## src/rtl/pick_fifo_stream_reader_if.sv

```systemverilog
// FIFO read port plus valid/ready output stream seen by the pick FIFO reader.
// master = the reader, slave = the FIFO/downstream environment.
interface pick_fifo_stream_reader_if #(
   parameter int unsigned WIDTH = 8
);
   logic             fifo_empty;
   logic [WIDTH-1:0] fifo_dout;
   logic             fifo_read;
   logic             out_valid;
   logic             out_ready;
   logic [WIDTH-1:0] out_data;
   logic             out_last;

   modport master (
      input  fifo_empty, fifo_dout, out_ready,
      output fifo_read, out_valid, out_data, out_last
   );

   modport slave (
      output fifo_empty, fifo_dout, out_ready,
      input  fifo_read, out_valid, out_data, out_last
   );
endinterface

```

## src/rtl/pick_fifo_stream_reader.sv

```systemverilog
// Drains a look-ahead FIFO into a 2-entry skid buffer and presents the words
// on a valid/ready stream, tagging every PKT_LEN-th word with out_last.
module pick_fifo_stream_reader #(
   parameter int unsigned WIDTH   = 8,
   parameter int unsigned PKT_LEN = 4
) (
   input  logic ck,
   input  logic reset,
   input  logic en_i,
   output logic idle_o,
   pick_fifo_stream_reader_if.master bus
);
   localparam int unsigned CNT_W = ($clog2(PKT_LEN + 1) < 1) ? 1 : $clog2(PKT_LEN + 1);
   localparam logic [CNT_W-1:0] LAST_POS = CNT_W'(PKT_LEN - 1);

   logic [WIDTH-1:0] b0_data_q, b0_data_d, b1_data_q, b1_data_d;
   logic             b0_last_q, b0_last_d, b1_last_q, b1_last_d;
   logic [1:0]       occ_q, occ_d;
   logic [CNT_W-1:0] pos_q, pos_d;
   logic             pop, acc, new_last;

   // Pop decision uses registered occupancy only, never out_ready.
   assign pop      = en_i & ~bus.fifo_empty & (occ_q != 2'd2);
   assign acc      = (occ_q != 2'd0) & bus.out_ready;
   assign new_last = (pos_q == LAST_POS);

   assign bus.fifo_read = pop;
   assign bus.out_valid = (occ_q != 2'd0);
   assign bus.out_data  = b0_data_q;
   assign bus.out_last  = b0_last_q;
   assign idle_o        = ~en_i & (occ_q == 2'd0);

   always_comb begin
      b0_data_d = b0_data_q;
      b0_last_d = b0_last_q;
      b1_data_d = b1_data_q;
      b1_last_d = b1_last_q;
      occ_d     = occ_q;
      pos_d     = pos_q;

      if (pop) begin
         pos_d = new_last ? '0 : pos_q + CNT_W'(1);
      end

      // Skid buffer update by (pop, accept); b0 is always the head word.
      unique case ({pop, acc})
         2'b10: begin
            if (occ_q == 2'd0) begin
               b0_data_d = bus.fifo_dout;
               b0_last_d = new_last;
            end else begin
               b1_data_d = bus.fifo_dout;
               b1_last_d = new_last;
            end
            occ_d = occ_q + 2'd1;
         end
         2'b01: begin
            b0_data_d = b1_data_q;
            b0_last_d = b1_last_q;
            occ_d     = occ_q - 2'd1;
         end
         2'b11: begin
            if (occ_q == 2'd1) begin
               b0_data_d = bus.fifo_dout;
               b0_last_d = new_last;
            end else begin
               b0_data_d = b1_data_q;
               b0_last_d = b1_last_q;
               b1_data_d = bus.fifo_dout;
               b1_last_d = new_last;
            end
         end
         default: ;
      endcase
   end

   always_ff @(posedge ck or posedge reset) begin
      if (reset) begin
         b0_data_q <= '0;
         b0_last_q <= 1'b0;
         b1_data_q <= '0;
         b1_last_q <= 1'b0;
         occ_q     <= 2'd0;
         pos_q     <= '0;
      end else begin
         b0_data_q <= b0_data_d;
         b0_last_q <= b0_last_d;
         b1_data_q <= b1_data_d;
         b1_last_q <= b1_last_d;
         occ_q     <= occ_d;
         pos_q     <= pos_d;
      end
   end
endmodule

```

## src/flat_wrapper.sv

```systemverilog
// flat-port wrapper written by rule: the top's interface ports become plain ports
module pick_fifo_stream_reader_flat 
#(
   parameter int unsigned WIDTH   = 8,
   parameter int unsigned PKT_LEN = 4
)
  (ck, reset, en_i, idle_o, bus_fifo_empty, bus_fifo_dout, bus_out_ready, bus_fifo_read, bus_out_valid, bus_out_data, bus_out_last);
  pick_fifo_stream_reader_if #(.WIDTH(WIDTH)) bus_i ();
  input  logic ck;
  input  logic reset;
  input  logic en_i;
  output logic idle_o;
  input wire logic [$bits(bus_i.fifo_empty)-1:0] bus_fifo_empty;
  input wire logic [$bits(bus_i.fifo_dout)-1:0] bus_fifo_dout;
  input wire logic [$bits(bus_i.out_ready)-1:0] bus_out_ready;
  output wire logic [$bits(bus_i.fifo_read)-1:0] bus_fifo_read;
  output wire logic [$bits(bus_i.out_valid)-1:0] bus_out_valid;
  output wire logic [$bits(bus_i.out_data)-1:0] bus_out_data;
  output wire logic [$bits(bus_i.out_last)-1:0] bus_out_last;
  assign bus_i.fifo_empty = bus_fifo_empty;
  assign bus_i.fifo_dout = bus_fifo_dout;
  assign bus_i.out_ready = bus_out_ready;
  assign bus_fifo_read = bus_i.fifo_read;
  assign bus_out_valid = bus_i.out_valid;
  assign bus_out_data = bus_i.out_data;
  assign bus_out_last = bus_i.out_last;
  pick_fifo_stream_reader #(.WIDTH(WIDTH), .PKT_LEN(PKT_LEN)) u_core (.ck(ck), .reset(reset), .en_i(en_i), .idle_o(idle_o), .bus(bus_i));
endmodule
```

## config.mk

```make
export PLATFORM = sky130hd
export DESIGN_NAME = pick_fifo_stream_reader_flat
export DESIGN_NICKNAME = d
export VERILOG_FILES = /design/src/rtl/pick_fifo_stream_reader_if.sv /design/src/rtl/pick_fifo_stream_reader.sv /design/src/flat_wrapper.sv
export SDC_FILE = /design/constraint.sdc
export NUM_CORES = 1
export LEC_CHECK = 0
export ABC_CLOCK_PERIOD_IN_PS = 1950
export CORE_ASPECT_RATIO = 0.6
export CORE_MARGIN = 4
export CORE_UTILIZATION = 44
export DETAILED_ROUTE_END_ITERATION = 16
export PLACE_DENSITY_LB_ADDON = 0.05
export SYNTH_ARGS = -nofsm -noshare
export SYNTH_HDL_FRONTEND = slang
export SYNTH_SLANG_ARGS = --single-unit
```

## constraint.sdc

```tcl
create_clock -name ck -period 1.95 [get_ports ck]
set_input_delay 0.2925 -clock ck [delete_from_list [all_inputs] [get_ports ck]]
set_output_delay 0.2925 -clock ck [all_outputs]
set_load 0.005 [all_outputs]
```

Word-level counts from Yosys, hierarchy flattened

Cells that the tools add are included.

Bits in registers: 23
Input bits: 13
Output and inout port bits: 12
Word-level logic and storage cells: 45

$add $sub $neg: 3
Equality and inequality tests: 9
Muxes and demuxes: 14
Bitwise gates (word level): 6
Reductions and logical operators: 7

Operators by type and width:

| cell                                                                     | number |
|---|---|
| 8-bit two-way mux                                                        | 4 |
| 8-bit one-hot mux with 3 select lines                                    | 1 |
| 8-bit one-hot mux with 2 select lines                                    | 1 |
| 2-bit inequality test (second input constant)                            | 3 |
| 2-bit nonzero test                                                       | 3 |
| 1-bit bitwise AND                                                        | 4 |
| 2-bit by 1-bit equality test with 1-bit output (second input constant)   | 2 |
| 2-bit equality test (second input constant)                              | 2 |
| 1-bit two-way mux                                                        | 4 |
| 2-bit one-hot mux with 2 select lines                                    | 1 |
| 3-bit by 1-bit adder with 3-bit output (second input constant)           | 1 |
| 3-bit by 2-bit equality test with 1-bit output (second input constant)   | 1 |
| 3-bit two-way mux                                                        | 1 |
| 1-bit one-hot mux with 3 select lines                                    | 1 |
| 3-bit AND reduction                                                      | 1 |
| 3-bit nonzero test                                                       | 1 |
| 2-bit by 1-bit adder with 2-bit output (second input constant)           | 1 |
| 2-bit zero test                                                          | 1 |
| 2-bit by 1-bit inequality test with 1-bit output (second input constant) | 1 |
| 1-bit NOT                                                                | 2 |
| 1-bit one-hot mux with 2 select lines                                    | 1 |
| 2-bit AND reduction                                                      | 1 |
| 2-bit by 1-bit subtractor with 2-bit output (second input constant)      | 1 |

Logic depth before layout (Yosys ltp)

Depth after elaboration: 6
Depth in mapped cells: 10
Depth with buffers taken out: 8

Worst setup path after synthesis

OpenSTA, ideal clock, no wires.

Kind: register to register
Start: reg u_core.occ_q[0]
End: reg u_core.b1_data_q[0]
Library setup time: 0.125 ns
Arrival time: 2.047 ns
Required time: 1.825 ns
Path slack: -0.222 ns
Stages on the path, launching flop included: 10
Buffers on the path: 1
Clock period less this slack: 2.172 ns
Cell sequence: dfrtp_1 inv_1 ha_1 or3b_1 clkbuf_1 inv_1 ha_1 nand2_1 o211ai_2 mux2_2

Word-level cells in the longest chain between the ends: 5
Elaborated cells between the ends (all ways): 13
Classes of those cells: 6 x eq/ne; 1 x mux; 2 x bitwise; 4 x reduce/logical

Ends and longest elaborated chain:

| item                                                                  | RTL line                      | text |
|---|---|---|
| start, declared                                                       | pick_fifo_stream_reader.sv:18 | `logic [1:0] occ_q, occ_d;` |
| start signal, assigned                                                | pick_fifo_stream_reader.sv:83 | `occ_q <= 2'd0;` |
| start signal, assigned                                                | pick_fifo_stream_reader.sv:90 | `occ_q <= occ_d;` |
| 2-bit inequality test (*)                                             | pick_fifo_stream_reader.sv:23 | `assign pop = en_i & ~bus.fifo_empty & (occ_q != 2'd2);` |
| 1-bit bitwise AND (*)                                                 | pick_fifo_stream_reader.sv:23 |  |
| named net bus_fifo_read                                               | flat_wrapper.sv:16            | `output wire logic [$bits(bus_i.fifo_read)-1:0] bus_fifo_read;` |
| 2-bit equality test                                                   | pick_fifo_stream_reader.sv:46 | `unique case ({pop, acc})` |
| 2-bit inequality test (no line) or 2-bit nonzero test (tied branches) | --                            |  |
| 3-bit AND reduction (no line)                                         | --                            |  |
| end signal, assigned                                                  | pick_fifo_stream_reader.sv:88 | `b1_data_q <= b1_data_d;` |
| end, declared                                                         | pick_fifo_stream_reader.sv:16 | `logic [WIDTH-1:0] b0_data_q, b0_data_d, b1_data_q, b1_data_d;` |

The timed path passes the listed nets; every way through them passes the cells marked *.
A chain may end at the register's enable or synchronous reset.

Final worst setup path

Start: reg u_core.occ_q[1]
End: reg u_core.b1_data_q[7]

Word-level cells in the longest chain between the ends: 5
Elaborated cells between the ends (all ways): 13
Classes of those cells: 6 x eq/ne; 1 x mux; 2 x bitwise; 4 x reduce/logical

Ends and longest elaborated chain:

| item                                                                  | RTL line |
|---|---|
| 2-bit inequality test or 2-bit nonzero test (tied branches)           | pick_fifo_stream_reader.sv:23, pick_fifo_stream_reader.sv:24 |
| 1-bit bitwise AND, on equally long branches                           | pick_fifo_stream_reader.sv:23, pick_fifo_stream_reader.sv:24 |
| 2-bit equality test                                                   | pick_fifo_stream_reader.sv:46 |
| 2-bit inequality test (no line) or 2-bit nonzero test (tied branches) | -- |
| 3-bit AND reduction (no line)                                         | -- |

Several ways; a longest one is shown, not always the timed one.

==> flow_summary.ini <==
[run_status]
status = finished, violations left
violations = setup timing

[route]
wl_per_cell_um = 16.2
route.met2.wl_um = 1460
drcViolationCount = 0
dr_total_vias = 969
wl_um = 3030
final_antenna_net_count = 0
firstDrtPassIters = 4
wl_met1_um = 1450
wl_met3_um = 116
routed.top_layer = met4
via_per_inst = 5.18
first_iter_violations = 73

[floorplanning]
pin_count = 25
die_w_um = 74.6
die_h_um = 48.0
floorplan.initialDensity_pct = 46.4
dieArea_mm2 = 0.00358
rows = 14
core_area_mm2 = 0.00252

[worst_setup_path]
cp-start-kind = flop
worstSetupEndpointType = flop
r2r_end = u_core.b1_data_q[7]$_DFFE_PP0P_
path_max_fanout = 5
reg2reg_depth = 8
crit_end = u_core.b1_data_q[7]$_DFFE_PP0P_
crit_type = flop to flop
worstPathArrival_ns = 2.18
required_ns = 2.10
r2r_slack_ns = -0.08
rr_startpoint = u_core.occ_q[1]$_DFFE_PP0P_
timing.critical_path.from = u_core.occ_q[1]$_DFFE_PP0P_

[grt]
grt_pass1_wl_um = 5040
grt_max_degree = 24
grt_pass1_vias = 1024
grt_use_total_pct = 19.6
antenna_found_initial = 0
grt_remaining_overflow = 0

[synth]
ys_ff_latch = 23
syn_avg_cell_area_um2 = 10.7
seq_area_frac_synth_pct = 49.1
synth_area_leaders = dfrtp_1 49%, mux2_2 8.7%, ha_1 8.5%, o21ai_0 4.7%, a31oi_1 4.3%
synth_area_mm2 = 0.00117
synth_cells = 109
yosysTopAreaCellShare_pct = 49.1
synth_largest_area_cell = dfrtp_1
synth.distinct_cells = 25
syn-num-nets = 130
yosysWarnings = 0

[timing]
timing.fmax_mhz = 492
maxSlewViolCount = 0
layout_min_cycle_time_ns = 2.03
slew-limit-headroom_pct = 74.7
fin_tns_setup_ns = -0.698
finClkSkew_ns = 0.00744
tightestPinTransition_ns = 0.379
setup_viol = 14
holdWs_ns = 0.366
fin_crit_sh_pct = 104
hold_viol = 0
worst_slack_ns = -0.0839
grt_setup_unrepaired = true

[clocking]
clock_latency_ns = 0.27
clock-sinks = 23
cts-root-buf = clkbuf_8
clock_path_buffers = 2
cts-buffers-inserted = 3
cts_max_level = 1
hold_buffers = 0
tritoncts = done
clk_pin_slew_ns = 0.09

[finish]
n_antenna_cell = 0
syn_to_final_growth_pct = 56.8
post_route_cells_drive_above_1_share_pct = 34.8
fillers = 187
layout_common_cells = 23 x dfrtp_1, 21 x clkdlybuf4s50_1, 17 x buf_4
finalNetCount = 177
final_cell_count_no_fill = 187
final_common_cell = dfrtp_1

[place]
place_ws_ns = -0.327
place.gp.congestion = 0.805
portBuffers = 24
dp_cells = 176
dpl.hpwl_um = 2070

[power_and_ir_drop]
peakVddDrop_mv = 0.858
power.density_mw_per_mm2 = 1420
p_leak_nw = 0.841

[hold_path]
worstHoldPathType = input pin to asynchronous set/reset pin

[flow_run]
drv_cap = 0
[through the flow]
stage	power, mW	cell area [µm²]	utilization, %
6_report	2.61	1840	72.8
5_1_grt	2.79	1840	72.8
4_1_cts	2.60	1830	72.7
3_5_place_dp	2.09	1630	64.6
3_3_place_gp	2.04	1630	64.6
2_1_floorplan	1.57	1280	-
[cells by family (layout without fill, tap and decap cells)]
| logic type | Yosys count | after routing | synth area share [%] |
|---|---|---|---|
| AOI/OAI and AO/OA | 24 | 24 | 13.1 |
| xor gates and xnor gates | 2 | 2 | 1.50 |
| adders and majority gates | 8 | 8 | 8.55 |
| buffers and inverters | 12 | 58 | 5.23 |
| DFF | 23 | 23 | 49.1 |
| muxes | 9 | 9 | 8.65 |
| and+or+nand+nor | 31 | 31 | 13.8 |
[how the worst min path moves through the flow]
stage | start | end | slack, ns | depth (start not counted)
after floorplan | reset | u_core.b1_data_q[0]$_DFFE_PP0P_ | 0.29 | 1
after global placement | u_core.pos_q[1]$_DFFE_PP0P_ | u_core.pos_q[1]$_DFFE_PP0P_ | 0.47 | 2
after detailed placement | u_core.pos_q[1]$_DFFE_PP0P_ | u_core.pos_q[1]$_DFFE_PP0P_ | 0.48 | 2
after CTS | reset | u_core.pos_q[1]$_DFFE_PP0P_ | 0.38 | 3
after global routing | reset | u_core.b1_last_q$_DFFE_PP0P_ | 0.43 | 3
final | reset | u_core.pos_q[1]$_DFFE_PP0P_ | 0.37 | 3
[cell usage after synthesis]
cell	number
a21boi_0	1
or3b_1	1
ha_1	8
clkbuf_1	3
dfrtp_1	23
o211ai_2	1
nor3_1	10
a21o_1	1
and3b_1	1
mux2_2	9
o21ai_0	11
and4bb_1	1
nor2b_1	1
nand2b_1	1
o2bb2ai_1	1
inv_1	6
a31oi_2	1
a31oi_1	8
xnor2_1	2
and2b_4	1
buf_6	2
nor2_1	1
or2_1	1
buf_2	1
nand2_1	13
[critical path: stages (launching register included)]
cell      delay, ns
dfrtp_1        0.40
ha_2           0.20
or3b_4         0.41
inv_8          0.09
ha_4           0.17
nand2_4        0.06
o211ai_4       0.12
buf_12         0.17
mux2_4         0.29
[power by group]
group / internal, mW / switching, mW / total [mW]
sequential: 0.710 / 0.134 / 0.844
clock: 0.146 / 0.153 / 0.299
combinational: 0.873 / 0.589 / 1.46
total: 1.73 / 0.877 / 2.61
[state kept, by name (all words and copies together), names as in the netlist]
signal and count:
u_core.b1_data_q 8, u_core.b1_last_q 1, u_core.bus.out_data 8, u_core.bus.out_last 1
u_core.occ_q 2, u_core.pos_q 3
[what timing repair did]
item / CTS / global route
cloned: 1 / 0
setup buffers: 6 / 0
setup endpoints to repair: 20 / 20
resized for setup: 26 / 4
pin swaps: 6 / 1
[cell type report]
type,instances,area [µm²],share of cell area (%)
Clock buffer,4,45.0,2.45
Timing Repair Buffer,48,472,25.7
Multi-Input combinational cell,74,674,36.7
Tap cell,32,40.0,2.18
Sequential cell,23,576,31.3
Inverter,6,30.0,1.63
[per-layer routing]
metal,global-route usage (%),up-vias
li1,-,475
met5,0,-
met4,3.19,0
met1,26.1,474
met3,4.40,2
met2,33.9,18
No activity file was read; power rests on OpenSTA's default activity.
